===== config.mk =====
export PLATFORM = sky130hd
export DESIGN_NAME = pipe_stage_reg_flat
export DESIGN_NICKNAME = d
export VERILOG_FILES = /design/src/rtl/ece369_pipe_pkg.sv /design/src/rtl/pipe_stage_reg_if.sv /design/src/rtl/pipe_slot.sv /design/src/rtl/pipe_stage_reg.sv /design/src/flat_wrapper.sv
export SDC_FILE = /design/constraint.sdc
export NUM_CORES = 1
export LEC_CHECK = 0
export CAP_MARGIN = 10
export CORE_MARGIN = 8
export CORE_UTILIZATION = 35
export CTS_CLUSTER_DIAMETER = 200
export CTS_CLUSTER_SIZE = 16
export DETAILED_ROUTE_END_ITERATION = 8
export PLACE_DENSITY_LB_ADDON = 0.3
export SLEW_MARGIN = 10
export SYNTH_ARGS = -nofsm -noshare
export SYNTH_HDL_FRONTEND = slang
export SYNTH_SLANG_ARGS = --single-unit

===== constraint.sdc =====
create_clock -name Clk -period 2.2 [get_ports Clk]
set_input_delay 0.33 -clock Clk [delete_from_list [all_inputs] [get_ports Clk]]
set_output_delay 0.33 -clock Clk [all_outputs]
set_load 0.01 [all_outputs]

===== src/rtl/ece369_pipe_pkg.sv =====
// ece369_pipe_pkg: shared state encoding and ID/EX payload layout for the pipeline stage registers
package ece369_pipe_pkg;
  typedef enum logic [1:0] {EMPTY = 2'd0, ONE = 2'd1, TWO = 2'd2} state_t;
  localparam int PC4_W = 32;
  localparam int RD1_W = 32;
  localparam int RD2_W = 32;
  localparam int IMM_W = 32;
  localparam int REG_W = 5;
  localparam int RD_LSB = 0;
  localparam int RT_LSB = 5;
  localparam int IMM_LSB = 10;
  localparam int RD2_LSB = 42;
  localparam int RD1_LSB = 74;
  localparam int PC4_LSB = 106;
  localparam int IDEX_DATA_W = 138;
  localparam int IDEX_CTRL_W = 16;
  // ALUOp is 5 bits wide so the word fits 16 bits with Load_size at 15:14
  localparam int C_REG_WRITE = 0;
  localparam int C_MEM_TO_REG = 1;
  localparam int C_BRANCH = 2;
  localparam int C_MEM_READ = 3;
  localparam int C_MEM_WRITE = 4;
  localparam int C_REG_DST = 5;
  localparam int C_ALU_OP_LSB = 6;
  localparam int C_ALU_OP_W = 5;
  localparam int C_ALU_SRC = 11;
  localparam int C_STORE_SIZE_LSB = 12;
  localparam int C_LOAD_SIZE_LSB = 14;
  function automatic logic [IDEX_DATA_W-1:0] idex_pack(input logic [PC4_W-1:0] pc4,
    input logic [RD1_W-1:0] rd1, input logic [RD2_W-1:0] rd2, input logic [IMM_W-1:0] imm,
    input logic [REG_W-1:0] rt, input logic [REG_W-1:0] rd);
    return {pc4, rd1, rd2, imm, rt, rd};
  endfunction
endpackage


===== src/rtl/pipe_stage_reg_if.sv =====
// pipe_stage_reg_if: upstream/downstream handshake, flush and stall counter of one stage
interface pipe_stage_reg_if #(parameter int DATA_W = 138, parameter int CTRL_W = 16, parameter int CNT_W = 16);
  logic flush;
  logic in_valid;
  logic in_ready;
  logic [DATA_W-1:0] in_data;
  logic [CTRL_W-1:0] in_ctrl;
  logic out_valid;
  logic out_ready;
  logic [DATA_W-1:0] out_data;
  logic [CTRL_W-1:0] out_ctrl;
  logic [CNT_W-1:0] stall_cnt;
  modport master(output flush, in_valid, in_data, in_ctrl, out_ready,
                 input in_ready, out_valid, out_data, out_ctrl, stall_cnt);
  modport slave(input flush, in_valid, in_data, in_ctrl, out_ready,
                output in_ready, out_valid, out_data, out_ctrl, stall_cnt);
endinterface


===== src/rtl/pipe_slot.sv =====
// pipe_slot: one data+ctrl entry register; clr_ctrl zeroes ctrl and leaves data untouched
module pipe_slot #(parameter int DATA_W = 138, parameter int CTRL_W = 16) (
  input  logic              clk,
  input  logic              rst_n,
  input  logic              load,
  input  logic              clr_ctrl,
  input  logic [DATA_W-1:0] d,
  input  logic [CTRL_W-1:0] c,
  output logic [DATA_W-1:0] data,
  output logic [CTRL_W-1:0] ctrl
);
  always_ff @(posedge clk or negedge rst_n)
    if (!rst_n) begin
      data <= '0;
      ctrl <= '0;
    end else begin
      data <= load ? d : data;
      ctrl <= clr_ctrl ? '0 : load ? c : ctrl;
    end
endmodule


===== src/rtl/pipe_stage_reg.sv =====
// pipe_stage_reg: elastic two-entry skid stage register with flush and saturating stall counter
module pipe_stage_reg
  import ece369_pipe_pkg::*;
#(
  parameter int DATA_W = IDEX_DATA_W,
  parameter int CTRL_W = IDEX_CTRL_W,
  parameter int CNT_W = 16
) (
  input logic Clk,
  input logic Rst_n,
  pipe_stage_reg_if.slave bus
);
  state_t state, nxt;
  logic in_ready, out_valid, in_fire, out_fire, load_main, load_skid;
  logic [DATA_W-1:0] main_data, skid_data;
  logic [CTRL_W-1:0] main_ctrl, skid_ctrl;
  logic [CNT_W-1:0] cnt;
  assign in_ready = state != TWO;
  assign out_valid = state != EMPTY;
  assign in_fire = bus.in_valid & in_ready;
  assign out_fire = out_valid & bus.out_ready;
  assign bus.in_ready = in_ready;
  assign bus.out_valid = out_valid;
  assign bus.out_data = main_data;
  assign bus.out_ctrl = out_valid ? main_ctrl : '0;
  assign bus.stall_cnt = cnt;
  always_ff @(posedge Clk or negedge Rst_n)
    if (!Rst_n) state <= EMPTY;
    else state <= nxt;
  always_comb begin
    nxt = state;
    load_main = 1'b0;
    load_skid = 1'b0;
    if (bus.flush) nxt = EMPTY;
    else
      case (state)
        EMPTY: begin
          nxt = in_fire ? ONE : EMPTY;
          load_main = in_fire;
        end
        ONE: begin
          nxt = (in_fire & !out_fire) ? TWO : (!in_fire & out_fire) ? EMPTY : ONE;
          load_main = in_fire & out_fire;
          load_skid = in_fire & !out_fire;
        end
        TWO: begin
          nxt = out_fire ? ONE : TWO;
          load_main = out_fire;
        end
        default: nxt = EMPTY;
      endcase
  end
  // in TWO the main register refills from skid, otherwise straight from upstream
  pipe_slot #(.DATA_W(DATA_W), .CTRL_W(CTRL_W)) u_main (
    .clk(Clk), .rst_n(Rst_n), .load(load_main), .clr_ctrl(bus.flush),
    .d(state == TWO ? skid_data : bus.in_data), .c(state == TWO ? skid_ctrl : bus.in_ctrl),
    .data(main_data), .ctrl(main_ctrl)
  );
  pipe_slot #(.DATA_W(DATA_W), .CTRL_W(CTRL_W)) u_skid (
    .clk(Clk), .rst_n(Rst_n), .load(load_skid), .clr_ctrl(bus.flush),
    .d(bus.in_data), .c(bus.in_ctrl), .data(skid_data), .ctrl(skid_ctrl)
  );
  always_ff @(posedge Clk or negedge Rst_n)
    if (!Rst_n) cnt <= '0;
    else if (out_valid & !bus.out_ready & (cnt != '1)) cnt <= cnt + 1'b1;
endmodule


===== src/flat_wrapper.sv =====
// flat-port wrapper written by rule: the top's interface ports become plain ports
module pipe_stage_reg_flat import ece369_pipe_pkg::*;
#(
  parameter int DATA_W = IDEX_DATA_W,
  parameter int CTRL_W = IDEX_CTRL_W,
  parameter int CNT_W = 16
)
  (Clk, Rst_n, bus_flush, bus_in_valid, bus_in_data, bus_in_ctrl, bus_out_ready, bus_in_ready, bus_out_valid, bus_out_data, bus_out_ctrl, bus_stall_cnt);
  pipe_stage_reg_if #(.DATA_W(DATA_W), .CTRL_W(CTRL_W), .CNT_W(CNT_W)) bus_i ();
  input logic Clk;
  input logic Rst_n;
  input wire logic [$bits(bus_i.flush)-1:0] bus_flush;
  input wire logic [$bits(bus_i.in_valid)-1:0] bus_in_valid;
  input wire logic [$bits(bus_i.in_data)-1:0] bus_in_data;
  input wire logic [$bits(bus_i.in_ctrl)-1:0] bus_in_ctrl;
  input wire logic [$bits(bus_i.out_ready)-1:0] bus_out_ready;
  output wire logic [$bits(bus_i.in_ready)-1:0] bus_in_ready;
  output wire logic [$bits(bus_i.out_valid)-1:0] bus_out_valid;
  output wire logic [$bits(bus_i.out_data)-1:0] bus_out_data;
  output wire logic [$bits(bus_i.out_ctrl)-1:0] bus_out_ctrl;
  output wire logic [$bits(bus_i.stall_cnt)-1:0] bus_stall_cnt;
  assign bus_i.flush = bus_flush;
  assign bus_i.in_valid = bus_in_valid;
  assign bus_i.in_data = bus_in_data;
  assign bus_i.in_ctrl = bus_in_ctrl;
  assign bus_i.out_ready = bus_out_ready;
  assign bus_in_ready = bus_i.in_ready;
  assign bus_out_valid = bus_i.out_valid;
  assign bus_out_data = bus_i.out_data;
  assign bus_out_ctrl = bus_i.out_ctrl;
  assign bus_stall_cnt = bus_i.stall_cnt;
  pipe_stage_reg #(.DATA_W(DATA_W), .CTRL_W(CTRL_W), .CNT_W(CNT_W)) u_core (.Clk(Clk), .Rst_n(Rst_n), .bus(bus_i));
endmodule

== Yosys cells after proc, flatten, opt, wreduce, memory -nomap -nowiden ==
Cells that the tools add are included.

* Register bits: 326
* Input port bits: 159
* Output and inout bits: 172
* Logic and storage cells: 42

* Add/subtract/negate cells: 1
* Eq/ne operators: 4
* Mux-type cells: 17
* Bitwise logic cells: 7
* Reductions and logical operators: 7

{| class="wikitable"
|+ Operators with widths
! kind !! count
|-
| 138-bit two-way mux || 1
|-
| 16-bit two-way mux || 6
|-
| 16-bit by 1-bit adder with 16-bit output, second input constant || 1
|-
| 16-bit != test, second input constant || 1
|-
| 1-bit AND || 7
|-
| 2-bit two-way mux || 3
|-
| 2-bit case mux with 3 select lines || 1
|-
| 2-bit nonzero test || 3
|-
| 1-bit two-way mux || 5
|-
| 1-bit logical NOT || 3
|-
| 1-bit case mux with 3 select lines || 1
|-
| 2-bit by 1-bit equality test with 1-bit output, second input constant || 1
|-
| 2-bit equality test, second input constant || 1
|-
| 2-bit logical NOT || 1
|-
| 2-bit != test, second input constant || 1
|}

== Logic depth before layout (Yosys ltp) ==
* Depth after elaboration: 8
* Mapped depth: 11
* Depth with buffers taken out: 7

== Hierarchy ==
From an unflattened synthesis, not the netlist that was laid out.

* Cells, all modules: 1294
* Area, all modules: 14800.4 um^2

{| class="wikitable"
|+ By module, submodules not included
! module !! instances !! cells an instance !! area each (um^2) !! seq. area each (um^2)
|-
| pipe_slot || 2 || 343 || 5935.7 || 3853.7
|-
| pipe_stage_reg || 1 || 608 || 2929.1 || 450.4
|}

== Least setup slack after synthesis ==
Ideal clock, no wire load.

* Path type: flip-flop to flip-flop
* Start: register u_core.state[0]
* End: register u_core.u_skid.data[100]
* Library setup time: 0.127 ns
* Arrival: 2.197 ns
* Data required time: 2.073 ns
* Slack: -0.124 ns
* Stages on the path, launching flop included: 12
* Path buffers: 5
* Clock period less this slack: 2.324 ns
* Cells stage by stage: dfrtp_1 -> nand2b_1 -> buf_2 -> buf_4 -> buf_4 -> and2_1 -> ha_1 -> nand2_2 -> nor2_4 -> buf_6 -> buf_6 -> mux2_1

* Elaborated cells between the ends (all ways): 9
* Classes of those cells: 2 x eq/ne; 2 x mux; 3 x bitwise; 2 x reduce/logical

{| class="wikitable"
|+ RTL lines
! item !! RTL line !! source
|-
| from (decl) || pipe_stage_reg.sv:13 || <nowiki>state_t state, nxt;</nowiki>
|-
| from (signal assigned) || pipe_stage_reg.sv:29 || <nowiki>else state <= nxt;</nowiki>
|-
| 2-bit != test || pipe_stage_reg.sv:18 || <nowiki>assign in_ready = state != TWO;</nowiki>
|-
| via bus_in_ready || flat_wrapper.sv:17 || <nowiki>output wire logic [$bits(bus_i.in_ready)-1:0] bus_in_ready;</nowiki>
|-
| 1-bit AND || pipe_stage_reg.sv:20 || <nowiki>assign in_fire = bus.in_valid & in_ready;</nowiki>
|-
| 1-bit AND || pipe_stage_reg.sv:44 || <nowiki>load_skid = in_fire & !out_fire;</nowiki>
|-
| 1-bit two-way mux || pipe_stage_reg.sv:36 || <nowiki>case (state)</nowiki>
|-
| 1-bit two-way mux || pipe_stage_reg.sv:34 || <nowiki>if (bus.flush) nxt = EMPTY;</nowiki>
|-
| to (signal assigned) || pipe_slot.sv:17 || <nowiki>data <= load ? d : data;</nowiki>
|-
| to (decl) || pipe_slot.sv:9 || <nowiki>output logic [DATA_W-1:0] data,</nowiki>
|}

The timed path passes the listed nets, and every way through them passes these cells.
A chain may end at the register's enable or synchronous reset.

== Worst setup path in the final report ==
* Start: register u_core.state[0]
* End: output bus_out_ctrl[0]

* Cells in the longest elaborated chain, start to end: 2

{| class="wikitable"
|+ RTL lines
! item !! RTL line !! source
|-
| 2-bit nonzero test || pipe_stage_reg.sv:19 || <nowiki>assign out_valid = state != EMPTY;</nowiki>
|-
| 16-bit two-way mux || pipe_stage_reg.sv:25 || <nowiki>assign bus.out_ctrl = out_valid ? main_ctrl : '0;</nowiki>
|-
| to (decl) || flat_wrapper.sv:20 || <nowiki>output wire logic [$bits(bus_i.out_ctrl)-1:0] bus_out_ctrl;</nowiki>
|}

Every way passes these cells.

==> impl_metrics.toml <==
[place]
post-place-cells = 1939
placed_area_um2 = 18300
portBuffers = 330
gp_congestion = 0.769
dp_hpwl_um = 27300

[yosys]
ys_top_cells_by_area = "dfrtp_1 (58%), mux2i_1 (11%), mux2_2 (7.7%)"
synth_top_area_share_pct = 57.9
yosys_warnings = 0
synth_edf_count = 0
synth_top_flop_cell = "dfrtp_1"
synth_top_area_cell = "dfrtp_1"
synth_area_per_cell_um2 = 12.5
synth_nets = 1286
syn-instance-count = 1124
async_reset_ff_share_pct = 100
synth.top_cells.by_count = "dfrtp_1 (326), o21ai_0 (176), mux2i_1 (155), o21ai_1 (102), mux2_2 (96)"
ys_types = 47
synth_area_um2 = 14100
yosysMostFrequentCell = "dfrtp_1"
synth-seq-cells = 326
yosysSeqAreaShare_pct = 57.9

[clock_tree]
cts_root_buffer = "clkbuf_16"
numCtsBuffers = 24
worstSkewPairLatency_ns = 0.54
cts_num_sinks = 326
cts_tree = "built"
clk_pin_slew_ns = 0.08
clock_tree.buffer_depth = 3
htreeDepth = 1

[setup_path]
crit_fanout = 5
crit_type = "flip-flop to output pin"
cp_slowest_stage_delay_ns = 0.44
cp-start-kind = "flip-flop"
rrSetupSlack_ns = 0.16
cp.required_ns = 1.87
critPathCapture = "bus_out_ctrl[0]"
critPathArrivalTime_ns = 1.75
startpoint = "u_core.state[0]"
cp-end-kind = "output pin"
r2r_cells = 9
slowest_stage = "dfrtp_2"
timing.rr.end = "u_core.u_skid.data[7]"
reg2reg_from = "u_core.state[1]"
path_cells = "nor2_4 -> buf_6 -> buf_4 -> nor2b_1 -> dlygate4sd2_1"

[timing]
fin_crit_sh_pct = 94.4
hold_viol_final = 0
post-route-min-period_ns = 2.08
drv_slew = 0
fmax_ghz = 0.481
worst_slew_pin_slew_ns = 0.631
slew_headroom_pct = 57.9
rsz0062_at_grt = "false"
finalClockSkew_ns = 0.0178
whs_ns = 0.312
setup_viol = 0

[flow_run]
drv_cap = 0

[power_and_ir_drop]
p_clk_share_pct = 24.1
p_seq_share_pct = 50.2
power.total_mw = 16.8
powerDensity_nw_per_um2 = 885
pwr-share-comb_pct = 25.7
max-vdd-ir-drop_v = 0.000558
intPower_mw = 12.1
total_leakage_power_nw = 8.85
swShare_pct = 28.2
power_switching_mw = 4.74

[cells_and_area]
utilization_pct = 47.8
nFillCells = 3553
finalNetCount = 1613
finalNonFillerCells = 1978
drive_gt1_share_pct = 13.6
syn_to_final_growth_pct = 34.8
final_cell_area_um2 = 19000

[floorplanning]
core_um2 = 39700
die_h_um = 217
rows = 73
ios = 331
chipWidth_um = 217
initial_utilization_pct = 35.4
design.die.area_um2 = 46900

[drt]
antenna_left = 0
viasPerCell = 5.04
dr.pass1.iters = 5
drtIter0Drc = 450
wl_per_cell_um = 19.9
vias = 9961
drc = 0
drt_wl_total_um = 39300

[global_routing]
antenna_found_initial = 3
grt_max_degree = 75
grt_pass1_wl_um = 63100
grt-ovfl-total = 0
grt_pass1_vias = 10800
grt_usage_pct = 16.4

[outcome]
status = "complete, no violations"

[hold_path]
min_path_type = "input port to asynchronous set/reset pin"
==> cell usage in the layout, fill, tap and decap left out, drive strengths merged, types with 2 or more instances in the layout <==
cell             n
diode            2
clkdlybuf4s50  310
nand2            6
a21oi            3
dlygate4sd2     18
xnor2            7
nor4             3
a31oi            3
nor2            27
ha               3
dfrtp          326
o21ai          278
a211oi          16
xor2             5
clkbuf          25
or2              2
and2             2
a22o            16
nand2b           2
nor2b           17
mux2           140
nor3             2
nand3            5
mux2i          155
buf             58
nand4            5
inv              5
==> worst min path at each step <==
| stage | to | cells past startpoint |
|---|---|---|
| after floorplan | u_core.bus.stall_cnt[0] | 0 |
| after global placement | u_core.u_main.data[5] | 1 |
| after detailed placement | u_core.u_main.data[5] | 1 |
| after CTS | u_core.u_skid.data[3] | 2 |
| after global routing | u_core.u_skid.data[3] | 2 |
| final | u_core.u_skid.data[4] | 2 |
==> final cells by class <==
cell class / instances / area (um^2) / area share (%)
sequential: 326 / 8160 / 43.0
inverter: 4 / 15.0 / 0.0791
timing repair buffer: 387 / 4010 / 21.1
antenna: 2 / 5.00 / 0.0264
tap: 525 / 657 / 3.46
multi-input combinational: 708 / 5490 / 28.9
clock inverter: 1 / 11.3 / 0.0593
clock buffer: 25 / 626 / 3.30
==> stage by stage <==
| step | TNS, ns | worst slack [ns] |
|---|---|---|
| after floorplan | -0.306 | -0.00766 |
| after global placement | -2.76 | -0.0577 |
| after detailed placement | -3.83 | -0.0801 |
| after CTS | 0 | 0.0185 |
| after global routing | 0 | 0.0146 |
| final | 0 | 0.122 |
==> sequential cells by signal, indices dropped and copies added, names as in the netlist <==
signal and cells:
u_core.u_skid.ctrl 16, u_core.u_main.ctrl 16, u_core.u_skid.data 138, u_core.u_main.data 138
u_core.bus.stall_cnt 16, u_core.state 2
==> critical path: cells and delay by family, from the launching register on <==
kind	cells	cell delay, ns
buffers and inverters	3	0.54
DFF	1	0.44
and+or+nand+nor	2	0.22
==> power groups by stage <==
stage | Sequential (mW) | Clock [mW] | Combinational (mW)
2_1_floorplan | 8.57 | 0 | 1.82
3_3_place_gp | 8.49 | 0 | 4.26
3_5_place_dp | 8.54 | 0 | 4.37
4_1_cts | 8.44 | 4.22 | 4.39
5_1_grt | 8.66 | 4.41 | 4.71
6_report | 8.44 | 4.05 | 4.31
==> kinds of logic after synthesis <==
logic type | count (synthesis) | share of synthesized area [%]
buf+inv | 90 | 3.40
xor+xnor | 12 | 0.746
compound gates | 323 | 12.5
fa+ha+maj | 3 | 0.267
flops | 326 | 57.9
mux | 295 | 22.2
simple gates | 75 | 2.96
==> layer usage <==
metal,vias up,share of wire [%],wire length (um),GRT usage [%]
met3,56,4.9,1930,3.37
met1,5019,44,17300,21.2
met5,-,0.033,13,0
met2,209,49,19100,27.5
met4,2,2.4,949,4.67
li1,4675,-,-,-
==> repair_timing <==
item	CTS	global route
pin swaps	1	1
gates cloned	1	0
resized for setup	25	0
hold endpoints to repair	41	0
hold buffers	1	0
setup endpoints to repair	18	5
setup buffers	6	3
No activity file was read; power rests on OpenSTA's default activity.
